$ cat config.mk
export PLATFORM = sky130hd
export DESIGN_NAME = lsu_pipe_flat
export DESIGN_NICKNAME = d
export VERILOG_FILES = /design/src/rtl/lsu_pkg.sv /design/src/rtl/lsu_pipe_if.sv /design/src/rtl/lsu_align.sv /design/src/rtl/lsu_pipe.sv /design/src/flat_wrapper.sv
export SDC_FILE = /design/constraint.sdc
export NUM_CORES = 1
export LEC_CHECK = 0
export ABC_AREA = 1
export CORE_MARGIN = 10
export CORE_UTILIZATION = 41
export CTS_BUF_LIST = sky130_fd_sc_hd__clkbuf_8
export CTS_CLUSTER_DIAMETER = 40
export CTS_CLUSTER_SIZE = 8
export DETAILED_ROUTE_END_ITERATION = 12
export GPL_TIMING_DRIVEN = 0
export HOLD_SLACK_MARGIN = 0.06
export PLACE_DENSITY = 0.78
export SLEW_MARGIN = 30
export SYNTH_ARGS = -nofsm -noshare
export SYNTH_HDL_FRONTEND = slang
export SYNTH_HIERARCHICAL = 1
export SYNTH_SLANG_ARGS = --single-unit
$ cat constraint.sdc
create_clock -name clk -period 2.51 [get_ports clk]
set_clock_uncertainty 0.2 [all_clocks]
set_input_delay 0.6275 -clock clk [delete_from_list [all_inputs] [get_ports clk]]
set_output_delay 0.6275 -clock clk [all_outputs]
set_load 0.01 [all_outputs]
$ cat src/rtl/lsu_pkg.sv
// Shared encodings for the load/store unit: access sizes, exception causes, FSM states.
package lsu_pkg;

    localparam logic [1:0] SZ_B = 2'b00;
    localparam logic [1:0] SZ_H = 2'b01;
    localparam logic [1:0] SZ_W = 2'b10;
    localparam logic [1:0] SZ_D = 2'b11;

    localparam logic [1:0] EXC_NONE     = 2'b00;
    localparam logic [1:0] EXC_MISAL_LD = 2'b01;
    localparam logic [1:0] EXC_MISAL_ST = 2'b10;
    localparam logic [1:0] EXC_ILL_SIZE = 2'b11;

    typedef enum logic [1:0] {
        ST_IDLE = 2'd0,
        ST_REQ  = 2'd1,
        ST_WAIT = 2'd2
    } lsu_state_e;

    // Byte-enable pattern of an aligned access at offset 0: (1 << bytes) - 1.
    function automatic logic [7:0] size_be(input logic [1:0] size);
        logic [7:0] be;
        case (size)
            SZ_B:    be = 8'h01;
            SZ_H:    be = 8'h03;
            SZ_W:    be = 8'h0F;
            default: be = 8'hFF;
        endcase
        return be;
    endfunction

    // Low address bits that must be zero for a naturally aligned access.
    function automatic logic [2:0] size_align_mask(input logic [1:0] size);
        logic [2:0] m;
        case (size)
            SZ_B:    m = 3'd0;
            SZ_H:    m = 3'd1;
            SZ_W:    m = 3'd3;
            default: m = 3'd7;
        endcase
        return m;
    endfunction

endpackage

$ cat src/rtl/lsu_pipe_if.sv
// Execute, writeback and data-memory signals of the load/store unit.
interface lsu_pipe_if #(
    parameter int unsigned XLEN = 32
);
    localparam int unsigned BE_W = XLEN / 8;

    logic            lsu_valid_i;
    logic            lsu_ready_o;
    logic            lsu_we_i;
    logic [1:0]      lsu_size_i;
    logic            lsu_unsigned_i;
    logic [XLEN-1:0] lsu_addr_i;
    logic [XLEN-1:0] lsu_wdata_i;
    logic [4:0]      lsu_rd_i;

    logic            wb_valid_o;
    logic [4:0]      wb_rd_o;
    logic [XLEN-1:0] wb_data_o;
    logic            done_o;
    logic            exc_o;
    logic [1:0]      exc_cause_o;

    logic            mem_req_o;
    logic            mem_gnt_i;
    logic            mem_we_o;
    logic [BE_W-1:0] mem_be_o;
    logic [XLEN-1:0] mem_addr_o;
    logic [XLEN-1:0] mem_wdata_o;
    logic            mem_rvalid_i;
    logic [XLEN-1:0] mem_rdata_i;

    modport slave (
        input  lsu_valid_i, lsu_we_i, lsu_size_i, lsu_unsigned_i, lsu_addr_i, lsu_wdata_i, lsu_rd_i,
        output lsu_ready_o,
        output wb_valid_o, wb_rd_o, wb_data_o, done_o, exc_o, exc_cause_o,
        output mem_req_o, mem_we_o, mem_be_o, mem_addr_o, mem_wdata_o,
        input  mem_gnt_i, mem_rvalid_i, mem_rdata_i
    );

    modport master (
        output lsu_valid_i, lsu_we_i, lsu_size_i, lsu_unsigned_i, lsu_addr_i, lsu_wdata_i, lsu_rd_i,
        input  lsu_ready_o,
        input  wb_valid_o, wb_rd_o, wb_data_o, done_o, exc_o, exc_cause_o,
        input  mem_req_o, mem_we_o, mem_be_o, mem_addr_o, mem_wdata_o,
        output mem_gnt_i, mem_rvalid_i, mem_rdata_i
    );

endinterface

$ cat src/rtl/lsu_align.sv
// Lane alignment: byte enables and store-data shift, load-data extract and extend.
module lsu_align
    import lsu_pkg::*;
#(
    parameter int unsigned XLEN = 32
) (
    input  logic [1:0]                  size,
    input  logic                        uns,
    input  logic [$clog2(XLEN/8)-1:0]   off,
    input  logic [XLEN-1:0]             wdata,
    input  logic [XLEN-1:0]             rdata,
    output logic [XLEN/8-1:0]           be_c,
    output logic [XLEN-1:0]             wdata_c,
    output logic [XLEN-1:0]             rdata_c
);
    localparam int unsigned BE_W  = XLEN / 8;
    localparam int unsigned OFF_W = $clog2(BE_W);

    logic [XLEN-1:0]    rd_sh;
    logic [XLEN-1:0]    keep_mask;
    logic               msb;
    logic [OFF_W+2:0]   bit_sh;

    assign bit_sh  = {off, 3'b000};
    assign be_c    = BE_W'(size_be(size)) << off;
    assign wdata_c = wdata << bit_sh;
    assign rd_sh   = rdata >> bit_sh;

    // Pick the field width and its sign bit, then sign- or zero-fill above it.
    always_comb begin
        keep_mask = '1;
        msb       = 1'b0;
        case (size)
            SZ_B: begin
                keep_mask = XLEN'(8'hFF);
                msb       = rd_sh[7];
            end
            SZ_H: begin
                keep_mask = XLEN'(16'hFFFF);
                msb       = rd_sh[15];
            end
            SZ_W: begin
                keep_mask = XLEN'(32'hFFFF_FFFF);
                msb       = rd_sh[31];
            end
            default: begin
                keep_mask = '1;
                msb       = 1'b0;
            end
        endcase
        rdata_c = (msb && !uns) ? (rd_sh | ~keep_mask) : (rd_sh & keep_mask);
    end

endmodule

$ cat src/rtl/lsu_pipe.sv
// Single-outstanding load/store unit between execute and the data-memory port.
module lsu_pipe
    import lsu_pkg::*;
#(
    parameter int unsigned XLEN = 32
) (
    input  logic        clk,
    input  logic        rstn,
    lsu_pipe_if.slave   bus
);
    localparam int unsigned BE_W  = XLEN / 8;
    localparam int unsigned OFF_W = $clog2(BE_W);

    lsu_state_e         state_q, state_d;

    logic               accept_c, illegal_c, misal_c, exc_c;
    logic [OFF_W-1:0]   in_off_c;

    logic [1:0]         op_size_q, op_size_d;
    logic               op_uns_q, op_uns_d;
    logic [OFF_W-1:0]   op_off_q, op_off_d;
    logic [4:0]         op_rd_q, op_rd_d;

    logic               ready_q, ready_d;
    logic               req_q, req_d;
    logic               we_q, we_d;
    logic [BE_W-1:0]    be_q, be_d;
    logic [XLEN-1:0]    addr_q, addr_d;
    logic [XLEN-1:0]    wdata_q, wdata_d;
    logic               wb_valid_q, wb_valid_d;
    logic [4:0]         wb_rd_q, wb_rd_d;
    logic [XLEN-1:0]    wb_data_q, wb_data_d;
    logic               done_q, done_d;
    logic               exc_q, exc_d;
    logic [1:0]         cause_q, cause_d;

    logic [1:0]         al_size;
    logic               al_uns;
    logic [OFF_W-1:0]   al_off;
    logic [BE_W-1:0]    al_be;
    logic [XLEN-1:0]    al_wdata, al_rdata;

    assign in_off_c  = bus.lsu_addr_i[OFF_W-1:0];
    assign accept_c  = bus.lsu_valid_i && ready_q && (state_q == ST_IDLE);
    assign illegal_c = (XLEN < 64) && (bus.lsu_size_i == SZ_D);
    assign misal_c   = (in_off_c & OFF_W'(size_align_mask(bus.lsu_size_i))) != '0;
    assign exc_c     = illegal_c || misal_c;

    // The aligner sees the incoming op while idle, the latched op afterwards.
    assign al_size = (state_q == ST_IDLE) ? bus.lsu_size_i     : op_size_q;
    assign al_uns  = (state_q == ST_IDLE) ? bus.lsu_unsigned_i : op_uns_q;
    assign al_off  = (state_q == ST_IDLE) ? in_off_c           : op_off_q;

    lsu_align #(.XLEN(XLEN)) u_align (
        .size    (al_size),
        .uns     (al_uns),
        .off     (al_off),
        .wdata   (bus.lsu_wdata_i),
        .rdata   (bus.mem_rdata_i),
        .be_c    (al_be),
        .wdata_c (al_wdata),
        .rdata_c (al_rdata)
    );

    // State register.
    always_ff @(posedge clk) begin
        if (rstn) state_q <= ST_IDLE;
        else      state_q <= state_d;
    end

    // Next-state: exceptions stay idle, otherwise request then wait for the response.
    always_comb begin
        state_d = state_q;
        case (state_q)
            ST_IDLE: if (accept_c && !exc_c) state_d = ST_REQ;
            ST_REQ:  if (bus.mem_gnt_i)      state_d = ST_WAIT;
            ST_WAIT: if (bus.mem_rvalid_i)   state_d = ST_IDLE;
            default: state_d = ST_IDLE;
        endcase
    end

    // Output next values: buses and writeback data hold, pulses default low.
    always_comb begin
        op_size_d  = op_size_q;
        op_uns_d   = op_uns_q;
        op_off_d   = op_off_q;
        op_rd_d    = op_rd_q;
        ready_d    = ready_q;
        req_d      = req_q;
        we_d       = we_q;
        be_d       = be_q;
        addr_d     = addr_q;
        wdata_d    = wdata_q;
        wb_rd_d    = wb_rd_q;
        wb_data_d  = wb_data_q;
        wb_valid_d = 1'b0;
        done_d     = 1'b0;
        exc_d      = 1'b0;
        cause_d    = EXC_NONE;
        case (state_q)
            ST_IDLE: begin
                if (accept_c) begin
                    if (exc_c) begin
                        exc_d   = 1'b1;
                        cause_d = illegal_c       ? EXC_ILL_SIZE :
                                  bus.lsu_we_i    ? EXC_MISAL_ST : EXC_MISAL_LD;
                    end else begin
                        op_size_d = bus.lsu_size_i;
                        op_uns_d  = bus.lsu_unsigned_i;
                        op_off_d  = in_off_c;
                        op_rd_d   = bus.lsu_rd_i;
                        ready_d   = 1'b0;
                        req_d     = 1'b1;
                        we_d      = bus.lsu_we_i;
                        be_d      = al_be;
                        addr_d    = {bus.lsu_addr_i[XLEN-1:OFF_W], OFF_W'(0)};
                        wdata_d   = al_wdata;
                    end
                end
            end
            ST_REQ: begin
                if (bus.mem_gnt_i) req_d = 1'b0;
            end
            ST_WAIT: begin
                if (bus.mem_rvalid_i) begin
                    done_d  = 1'b1;
                    ready_d = 1'b1;
                    if (!we_q) begin
                        wb_valid_d = 1'b1;
                        wb_rd_d    = op_rd_q;
                        wb_data_d  = al_rdata;
                    end
                end
            end
            default: ;
        endcase
    end

    // Registered outputs and latched operation fields.
    always_ff @(posedge clk) begin
        if (rstn) begin
            op_size_q  <= SZ_B;
            op_uns_q   <= 1'b0;
            op_off_q   <= '0;
            op_rd_q    <= '0;
            ready_q    <= 1'b1;
            req_q      <= 1'b0;
            we_q       <= 1'b0;
            be_q       <= '0;
            addr_q     <= '0;
            wdata_q    <= '0;
            wb_valid_q <= 1'b0;
            wb_rd_q    <= '0;
            wb_data_q  <= '0;
            done_q     <= 1'b0;
            exc_q      <= 1'b0;
            cause_q    <= EXC_NONE;
        end else begin
            op_size_q  <= op_size_d;
            op_uns_q   <= op_uns_d;
            op_off_q   <= op_off_d;
            op_rd_q    <= op_rd_d;
            ready_q    <= ready_d;
            req_q      <= req_d;
            we_q       <= we_d;
            be_q       <= be_d;
            addr_q     <= addr_d;
            wdata_q    <= wdata_d;
            wb_valid_q <= wb_valid_d;
            wb_rd_q    <= wb_rd_d;
            wb_data_q  <= wb_data_d;
            done_q     <= done_d;
            exc_q      <= exc_d;
            cause_q    <= cause_d;
        end
    end

    assign bus.lsu_ready_o = ready_q;
    assign bus.mem_req_o   = req_q;
    assign bus.mem_we_o    = we_q;
    assign bus.mem_be_o    = be_q;
    assign bus.mem_addr_o  = addr_q;
    assign bus.mem_wdata_o = wdata_q;
    assign bus.wb_valid_o  = wb_valid_q;
    assign bus.wb_rd_o     = wb_rd_q;
    assign bus.wb_data_o   = wb_data_q;
    assign bus.done_o      = done_q;
    assign bus.exc_o       = exc_q;
    assign bus.exc_cause_o = cause_q;

endmodule

$ cat src/flat_wrapper.sv
// flat-port wrapper written by rule: the top's interface ports become plain ports
module lsu_pipe_flat import lsu_pkg::*;
#(
    parameter int unsigned XLEN = 32
)
  (clk, rstn, bus_lsu_valid_i, bus_lsu_we_i, bus_lsu_size_i, bus_lsu_unsigned_i, bus_lsu_addr_i, bus_lsu_wdata_i, bus_lsu_rd_i, bus_lsu_ready_o, bus_wb_valid_o, bus_wb_rd_o, bus_wb_data_o, bus_done_o, bus_exc_o, bus_exc_cause_o, bus_mem_req_o, bus_mem_we_o, bus_mem_be_o, bus_mem_addr_o, bus_mem_wdata_o, bus_mem_gnt_i, bus_mem_rvalid_i, bus_mem_rdata_i);
  lsu_pipe_if #(.XLEN(XLEN)) bus_i ();
  input  logic clk;
  input  logic rstn;
  input wire logic [$bits(bus_i.lsu_valid_i)-1:0] bus_lsu_valid_i;
  input wire logic [$bits(bus_i.lsu_we_i)-1:0] bus_lsu_we_i;
  input wire logic [$bits(bus_i.lsu_size_i)-1:0] bus_lsu_size_i;
  input wire logic [$bits(bus_i.lsu_unsigned_i)-1:0] bus_lsu_unsigned_i;
  input wire logic [$bits(bus_i.lsu_addr_i)-1:0] bus_lsu_addr_i;
  input wire logic [$bits(bus_i.lsu_wdata_i)-1:0] bus_lsu_wdata_i;
  input wire logic [$bits(bus_i.lsu_rd_i)-1:0] bus_lsu_rd_i;
  output wire logic [$bits(bus_i.lsu_ready_o)-1:0] bus_lsu_ready_o;
  output wire logic [$bits(bus_i.wb_valid_o)-1:0] bus_wb_valid_o;
  output wire logic [$bits(bus_i.wb_rd_o)-1:0] bus_wb_rd_o;
  output wire logic [$bits(bus_i.wb_data_o)-1:0] bus_wb_data_o;
  output wire logic [$bits(bus_i.done_o)-1:0] bus_done_o;
  output wire logic [$bits(bus_i.exc_o)-1:0] bus_exc_o;
  output wire logic [$bits(bus_i.exc_cause_o)-1:0] bus_exc_cause_o;
  output wire logic [$bits(bus_i.mem_req_o)-1:0] bus_mem_req_o;
  output wire logic [$bits(bus_i.mem_we_o)-1:0] bus_mem_we_o;
  output wire logic [$bits(bus_i.mem_be_o)-1:0] bus_mem_be_o;
  output wire logic [$bits(bus_i.mem_addr_o)-1:0] bus_mem_addr_o;
  output wire logic [$bits(bus_i.mem_wdata_o)-1:0] bus_mem_wdata_o;
  input wire logic [$bits(bus_i.mem_gnt_i)-1:0] bus_mem_gnt_i;
  input wire logic [$bits(bus_i.mem_rvalid_i)-1:0] bus_mem_rvalid_i;
  input wire logic [$bits(bus_i.mem_rdata_i)-1:0] bus_mem_rdata_i;
  assign bus_i.lsu_valid_i = bus_lsu_valid_i;
  assign bus_i.lsu_we_i = bus_lsu_we_i;
  assign bus_i.lsu_size_i = bus_lsu_size_i;
  assign bus_i.lsu_unsigned_i = bus_lsu_unsigned_i;
  assign bus_i.lsu_addr_i = bus_lsu_addr_i;
  assign bus_i.lsu_wdata_i = bus_lsu_wdata_i;
  assign bus_i.lsu_rd_i = bus_lsu_rd_i;
  assign bus_lsu_ready_o = bus_i.lsu_ready_o;
  assign bus_wb_valid_o = bus_i.wb_valid_o;
  assign bus_wb_rd_o = bus_i.wb_rd_o;
  assign bus_wb_data_o = bus_i.wb_data_o;
  assign bus_done_o = bus_i.done_o;
  assign bus_exc_o = bus_i.exc_o;
  assign bus_exc_cause_o = bus_i.exc_cause_o;
  assign bus_mem_req_o = bus_i.mem_req_o;
  assign bus_mem_we_o = bus_i.mem_we_o;
  assign bus_mem_be_o = bus_i.mem_be_o;
  assign bus_mem_addr_o = bus_i.mem_addr_o;
  assign bus_mem_wdata_o = bus_i.mem_wdata_o;
  assign bus_i.mem_gnt_i = bus_mem_gnt_i;
  assign bus_i.mem_rvalid_i = bus_mem_rvalid_i;
  assign bus_i.mem_rdata_i = bus_mem_rdata_i;
  lsu_pipe #(.XLEN(XLEN)) u_core (.clk(clk), .rstn(rstn), .bus(bus_i));
endmodule
==> run metrics, run 1 <==
run status completed; worst max-slew margin expressed relative to the limit 64.97%; reg-to-reg setup timing slack 0.19 ns; DR DRC count 0; die footprint 19,710 um2; launch point of the worst reg-to-reg path u_core/state_q[1]; crit path max fanout 10; final clock period utilization by the worst path 94.64%; post-synthesis cell type count 26; number of instances in the synthesized netlist 947; proportion of layout cells with a drive suffix above 1 7.980%; cell type with the largest total area after synthesis sky130_fd_sc_hd__dfxtp_1; Worst Setup Slack, final 0.1344 ns; Synth area leaders sky130_fd_sc_hd__dfxtp_1 41%, sky130_fd_sc_hd__nand2_1 17%, sky130_fd_sc_hd__nor2_1 16%; remaining global-route overflow 0; half-perimeter wire length of the detailed placement result 16,180 um; starting DRC count in detailed routing 455; 1st-pass router iterations 5; vias in the first global route 6,353; Post-layout nets 1,300; Pins Over Slew Limit 0; total wire length after detailed routing 21,220 um; Crit path required time 2.65 ns; Clk Tree Root Cell sky130_fd_sc_hd__clkbuf_8; critical path endpoint category register; critical path class in -> reg; number of inserted diodes 0; die span in x 140.4 um; vias after detailed routing 6,577; endpoint of the most critical register-to-register path u_core/bus.wb_data_o[23]; minimum setup slack after placement -0.6575 ns; pin slew with the least headroom to its limit 0.5254 ns; CTS hold repair buffers 0; Longest Clk Path Bufs 2; clock slew at the register clock pins of the worst setup and hold paths 0.07 ns; CTS tree built; final count of negative-setup-slack endpoints 0; synth warn 6; Boundary Pins 223; number of antenna violations at the first check in global routing 0; wire per inst 15.34 um; number of enable-type register cells in the synthesized netlist 0; Via-to-Cell Ratio 4.756; final core area utilization 62.91%; insertion delay to the later sink of the worst-skew pair 0.44 ns; register bit total from synthesis 123; first-pass GRT wire length 33,650 um; async set-or-reset flop fraction in the synthesized netlist 0%; IO buf count 220; H-Tree Depth 4; placed cell count 1,348; power per unit of standard cell area 577.4 nW/um2; class of the most critical hold timing path reg -> reg; Non-Filler Instances 1,383; maximum number of pins on one net before global-route repair 17; Starting Density 42.32%; top-area cell type share of the netlist area 41.43%; portion of the post-synthesis area used by sequential elements 41.43%; max-cap violations 0; Hold Path Cell Cnt 2; Crit path arrival time 2.51 ns; leakage power of the design 4.186 nW; start point of the worst min-delay path u_core/bus.mem_req_o; GRT Resource Usage Total 21.08%; Antenna Nets Post-Route 0; final critical path time including I/O delays and setup 2.376 ns; top flip-flop cell by instance count after synthesis sky130_fd_sc_hd__dfxtp_1; Netlist Area Pre-Place 5943 um2; final count of hold timing violations 0; Max VDD drop 0.0003226 V; clock sink count 123; number of buffers created by CTS 17; vertical extent of the die 140.4 um; mean post-synth cell area 6.276 um2; site row count 43; length in cells of the worst reg-to-reg path 15; placeable core region 14,040 um2; endpoint with the worst hold slack u_core/bus.mem_req_o; routability congestion estimate 0.9058; startpoint type of the worst setup path primary input; Max Clock Freq 421.0 MHz; RSZ-0062 raised after global routing no; setup TNS 0 ns; Layout area overhead 48.63%
cells by family (layout without fill, tap and decap cells):
kind of cell / Yosys count / in the layout / share of synthesized area, %
compound gates: 108 / 108 / 10.36
buf+inv: 163 / 418 / 12.08
flops: 123 / 123 / 41.43
other cells: 1 / 2 / 0.06310
simple gates: 552 / 552 / 36.06
cells in the mapped netlist, types with 2 or more instances:
master	count
sky130_fd_sc_hd__a21oi_1	7
sky130_fd_sc_hd__a22oi_1	15
sky130_fd_sc_hd__buf_2	21
sky130_fd_sc_hd__buf_4	5
sky130_fd_sc_hd__buf_6	8
sky130_fd_sc_hd__clkbuf_1	16
sky130_fd_sc_hd__clkinv_1	3
sky130_fd_sc_hd__dfxtp_1	123
sky130_fd_sc_hd__inv_1	101
sky130_fd_sc_hd__inv_2	8
sky130_fd_sc_hd__nand2_1	275
sky130_fd_sc_hd__nand3_1	11
sky130_fd_sc_hd__nand3_2	3
sky130_fd_sc_hd__nor2_1	256
sky130_fd_sc_hd__nor2_2	2
sky130_fd_sc_hd__nor2_4	2
sky130_fd_sc_hd__o211ai_1	12
sky130_fd_sc_hd__o21ai_0	66
sky130_fd_sc_hd__o21ai_1	4
sky130_fd_sc_hd__o22ai_1	3
worst max-delay path: stages:
cell and delay (ns):
sky130_fd_sc_hd__clkdlybuf4s50_1 0.50, sky130_fd_sc_hd__nand2_1 0.12, sky130_fd_sc_hd__o21ai_4 0.12, sky130_fd_sc_hd__inv_2 0.13
sky130_fd_sc_hd__nand3_1 0.09, sky130_fd_sc_hd__nand3_1 0.12, sky130_fd_sc_hd__nand2_1 0.10, sky130_fd_sc_hd__nand3_2 0.12
sky130_fd_sc_hd__nand3_4 0.12, sky130_fd_sc_hd__buf_6 0.15, sky130_fd_sc_hd__nand2_1 0.06, sky130_fd_sc_hd__o21ai_1 0.19
sky130_fd_sc_hd__nor2_1 0.06
sequential cells by signal, indices dropped and copies added (netlist names), 2 cells and up:
signal	count
u_core/bus.wb_data_o	32
u_core/bus.mem_wdata_o	32
u_core/bus.exc_cause_o	2
u_core/op_size_q	2
u_core/state_q	2
u_core/op_rd_q	5
u_core/bus.mem_addr_o	30
u_core/op_off_q	2
u_core/bus.wb_rd_o	5
u_core/bus.mem_be_o	4
final cells by class:
class	count	area (um2)
fillers	1335	5209
multi-input cells	662	2800
flip-flops and latches	123	2464
repair buffers	222	2217
inverters	112	426.7
plain buffers	51	304.0
clock buffers	19	261.5
well taps	180	225.2
clock inverters	13	127.6
repair inverters	1	7.507
power by group:
group	switching (mW)	internal (mW)	total, mW
Combinational	0.672	0.569	1.24
Sequential	0.0563	2.07	2.12
Clock	0.813	0.922	1.73
Total	1.54	3.56	5.10
worst max path at each step:
stage / startpoint / to / slack [ns] / cells past startpoint
global route: bus_lsu_addr_i[0] / u_core/bus.wb_data_o[26] / 0.002 / 13
floorplan: u_core/state_q[0] / u_core/bus.wb_data_o[28] / 0.14 / 14
global placement: bus_lsu_addr_i[0] / u_core/bus.wb_data_o[1] / -0.62 / 10
detailed placement: bus_lsu_addr_i[0] / u_core/bus.wb_data_o[1] / -0.66 / 10
finish: bus_lsu_addr_i[1] / u_core/bus.wb_data_o[23] / 0.13 / 13
CTS: u_core/state_q[0] / u_core/bus.mem_wdata_o[27] / 0.01 / 13
routing by layer:
metal / global-route usage [%] / vias up / share of wire, %
li1: - / 3359 / -
met2: 34.75 / 271 / 48
met4: 8.315 / 0 / 2.7
met1: 24.79 / 2896 / 41
met3: 6.728 / 51 / 9.1
met5: 0 / - / 0
cells in the final DEF, fill, tap and decap left out, types with 2 or more instances in the layout:
master and count:
sky130_fd_sc_hd__buf_4 6, sky130_fd_sc_hd__clkinv_2 4, sky130_fd_sc_hd__clkinv_4 2, sky130_fd_sc_hd__o21ai_4 2, sky130_fd_sc_hd__conb_1 2, sky130_fd_sc_hd__o21ai_0 60, sky130_fd_sc_hd__clkdlybuf4s50_1 220, sky130_fd_sc_hd__a22oi_1 15
sky130_fd_sc_hd__inv_2 9, sky130_fd_sc_hd__o22ai_1 3, sky130_fd_sc_hd__inv_1 103, sky130_fd_sc_hd__nor2_1 256, sky130_fd_sc_hd__dfxtp_1 122, sky130_fd_sc_hd__o211ai_1 12, sky130_fd_sc_hd__nor2_4 2, sky130_fd_sc_hd__nor2_2 2
sky130_fd_sc_hd__clkbuf_2 2, sky130_fd_sc_hd__nand3_1 11, sky130_fd_sc_hd__clkinvlp_4 5, sky130_fd_sc_hd__o21ai_1 7, sky130_fd_sc_hd__buf_2 22, sky130_fd_sc_hd__clkbuf_8 19, sky130_fd_sc_hd__nand2_1 274, sky130_fd_sc_hd__buf_6 9
sky130_fd_sc_hd__bufinv_16 2, sky130_fd_sc_hd__nand3_2 3, sky130_fd_sc_hd__clkbuf_1 14, sky130_fd_sc_hd__a21oi_1 7
through the flow:
| stage | power (mW) | instance area (um2) | hold WS (ns) |
|---|---|---|---|
| 2_1_floorplan | 2.791 | 5947 | 0.2695 |
| 3_3_place_gp | 3.354 | 8374 | 0.2385 |
| 3_5_place_dp | 3.370 | 8374 | 0.2679 |
| 4_1_cts | 5.118 | 8793 | 0.2816 |
| 5_1_grt | 5.377 | 8833 | 0.3109 |
| 6_report | 5.101 | 8833 | 0.2770 |
timing repair:
action	in CTS	in global routing
gates cloned	0	1
pin swaps	0	1
buffers inserted	0	2
setup endpoints to repair	59	50
gates resized for setup	11	10
(Power assumes the default switching activity.)
==> run 2, diff against run 1 <==
--- a/config.mk
+++ b/config.mk
@@ -6,6 +6,7 @@
 export NUM_CORES = 1
 export LEC_CHECK = 0
 export ABC_AREA = 1
+export CAP_MARGIN = 40
 export CORE_MARGIN = 10
 export CORE_UTILIZATION = 41
 export CTS_BUF_LIST = sky130_fd_sc_hd__clkbuf_8
==> results of run 2 <==
Final layout, timing and power as in run 1 (identical DEF).
==> run 3, diff against run 2 <==
--- a/config.mk
+++ b/config.mk
@@ -16,6 +16,7 @@
 export GPL_TIMING_DRIVEN = 0
 export HOLD_SLACK_MARGIN = 0.06
 export PLACE_DENSITY = 0.78
+export REMOVE_ABC_BUFFERS = 1
 export SLEW_MARGIN = 30
 export SYNTH_ARGS = -nofsm -noshare
 export SYNTH_HDL_FRONTEND = slang
==> run metrics, run 3 (synthesis results as in run 1) <==
run status completed; final critical path time including I/O delays and setup 2.418 ns (+0.04276 ns); RSZ-0062 raised after global routing yes; Max Clock Freq 413.5 MHz (-1.8%); number of antenna violations at the first check in global routing 1 (+1); Longest Clk Path Bufs 2 (unchanged); class of the most critical hold timing path reg -> reg; Clk Tree Root Cell sky130_fd_sc_hd__clkbuf_8; Crit path required time 2.63 ns (-0.02 ns); commonest non-fill, non-tap cells in the layout 273 x sky130_fd_sc_hd__nand2_1, 254 x sky130_fd_sc_hd__nor2_1, 219 x sky130_fd_sc_hd__clkdlybuf4s50_1, 122 x sky130_fd_sc_hd__dfxtp_1, 101 x sky130_fd_sc_hd__inv_1; die footprint 19,710 um2 (unchanged); total wire length after detailed routing 20,170 um (-5.0%); die span in x 140.4 um (unchanged); vias after detailed routing 6,289 (-4.4%); length in cells of the worst reg-to-reg path 13 (-2); minimum hold slack 0.2446 ns (-0.03245 ns); clock sink count 123 (unchanged); number of fill cells 1,323 (-0.90%); Antenna Nets Post-Route 0 (unchanged); starting DRC count in detailed routing 354 (-22%); proportion of layout cells with a drive suffix above 1 7.489% (-0.49 points); routability congestion estimate 0.8223 (-9.2%); CTS tree built; critical path endpoint category register; clock slew at the register clock pins of the worst setup and hold paths 0.07 ns (about the same); first-pass GRT wire length 30,370 um (-9.7%); final core area utilization 63.18% (+0.28 points); power per unit of standard cell area 564.9 nW/um2 (-2.2%); final count of negative-setup-slack endpoints 0 (unchanged); CTS hold repair buffers 0 (unchanged); crit path max fanout 16 (+6); Post-layout nets 1,273 (-2.1%); wire per inst 14.87 um (-3.1%); vertical extent of the die 140.4 um (unchanged); Hold Path Cell Cnt 2 (unchanged); standard cell area after detailed placement 8262 um2 (-1.3%); sequential cell area 2464 um2 (unchanged); GRT Resource Usage Total 18.97% (-2.1 points); startpoint type of the worst setup path primary input; pin slew with the least headroom to its limit 0.7937 ns (+0.2683 ns); detailed route wirelength on metal2 9600 um (-5.0%); final clock period utilization by the worst path 96.35% (+1.7 points); most frequent standard cell in the layout excluding fill and tap cells sky130_fd_sc_hd__nand2_1; placeable core region 14,040 um2 (unchanged); Pins Over Slew Limit 0 (unchanged); IO buf count 220 (unchanged); met1 wire length 8276 um (-3.9%); site row count 43 (unchanged); DR DRC count 0 (unchanged); worst max-slew margin expressed relative to the limit 47.03% (-18 points); final count of hold timing violations 0 (unchanged); remaining global-route overflow 0 (unchanged); half-perimeter wire length of the detailed placement result 13,590 um (-16%); Crit path arrival time 2.53 ns (+0.02 ns); 1st-pass router iterations 4 (-1); highest routed layer met5; number of buffers created by CTS 17 (unchanged); Boundary Pins 223 (unchanged); Via-to-Cell Ratio 4.638 (-2.5%); routed wl met3 2107 um (+9.3%); maximum number of pins on one net before global-route repair 70 (+53); Starting Density 42.32% (unchanged); multi-input logic area 2880 um2 (+2.9%); Layout area overhead 49.28%; vias in the first global route 5,707 (-10%); max-cap violations 0 (unchanged); Max VDD drop 0.0006215 V (+93%); insertion delay to the later sink of the worst-skew pair 0.43 ns (about the same); leakage power of the design 4.153 nW (-0.78%); post-route standard cell area excluding fillers 8872 um2 (+0.44%); H-Tree Depth 4 (unchanged); setup TNS 0 ns (unchanged); critical path class in -> reg
run 3: what timing repair did:
action,CTS,global route
buffers inserted,8,8
pin swaps,4,4
hold endpoints to repair,0,0
gates cloned,2,3
resized for setup,11,21
endpoints found under the setup margin,58,79
run 3: layout make-up:
type	instances	area share (%)
Timing Repair inverter	1	0.08461
Multi-Input combinational cell	665	32.46
Clock inverter	7	0.4372
Sequential cell	123	27.77
Timing Repair Buffer	243	27.91
Clock buffer	24	3.723
Antenna cell	1	0.02820
Tap cell	180	2.538
Inverter	112	5.049
run 3: path summary, 6_finish.rpt:
path / from / slack [ns] / endpoint
worst min-delay path: u_core/bus.mem_req_o / 0.24 / u_core/bus.mem_req_o
worst max register to register: u_core/state_q[0] / 0.15 / u_core/bus.wb_data_o[16]
worst min register to register: u_core/bus.mem_req_o / 0.24 / u_core/bus.mem_req_o
worst max-delay path: bus_lsu_addr_i[1] / 0.09 / u_core/bus.wb_data_o[21]
run 3: critical path: stages:
cell and delay, ns:
sky130_fd_sc_hd__clkdlybuf4s50_1 0.50, sky130_fd_sc_hd__nand2_1 0.10, sky130_fd_sc_hd__o21ai_4 0.09, sky130_fd_sc_hd__buf_12 0.18
sky130_fd_sc_hd__inv_8 0.08, sky130_fd_sc_hd__nand3_1 0.08, sky130_fd_sc_hd__nand3_1 0.10, sky130_fd_sc_hd__nand2_1 0.13
sky130_fd_sc_hd__nand3_4 0.15, sky130_fd_sc_hd__nand3_4 0.19, sky130_fd_sc_hd__nand2_1 0.06, sky130_fd_sc_hd__o21ai_0 0.17
sky130_fd_sc_hd__nor2_1 0.07
run 3: metal layers:
metal  track usage (%)  vias to the layer above
met5                 0                        -
met4             4.239                        2
met3             8.384                       15
met2             31.01                      207
met1             22.34                     2772
li1                  -                     3293
run 3: through the flow:
step | power [mW] | setup WS (ns) | cells
2_1_floorplan | 2.762 | -2.608 | 897
3_3_place_gp | 3.317 | -5.781 | 1297
3_5_place_dp | 3.339 | -0.9442 | 1303
4_1_cts | 5.017 | 0.007531 | 1344
5_1_grt | 5.302 | -0.03557 | 1355
6_report | 5.012 | 0.09168 | 1356
run 3: where the power goes:
part / switching, mW / internal [mW] / total [mW] / leakage (nW)
registers: 0.0528 / 2.07 / 2.12 / 1.00
clock network: 0.773 / 0.853 / 1.63 / 0.194
logic: 0.671 / 0.593 / 1.26 / 2.96
total: 1.50 / 3.51 / 5.01 / 4.15
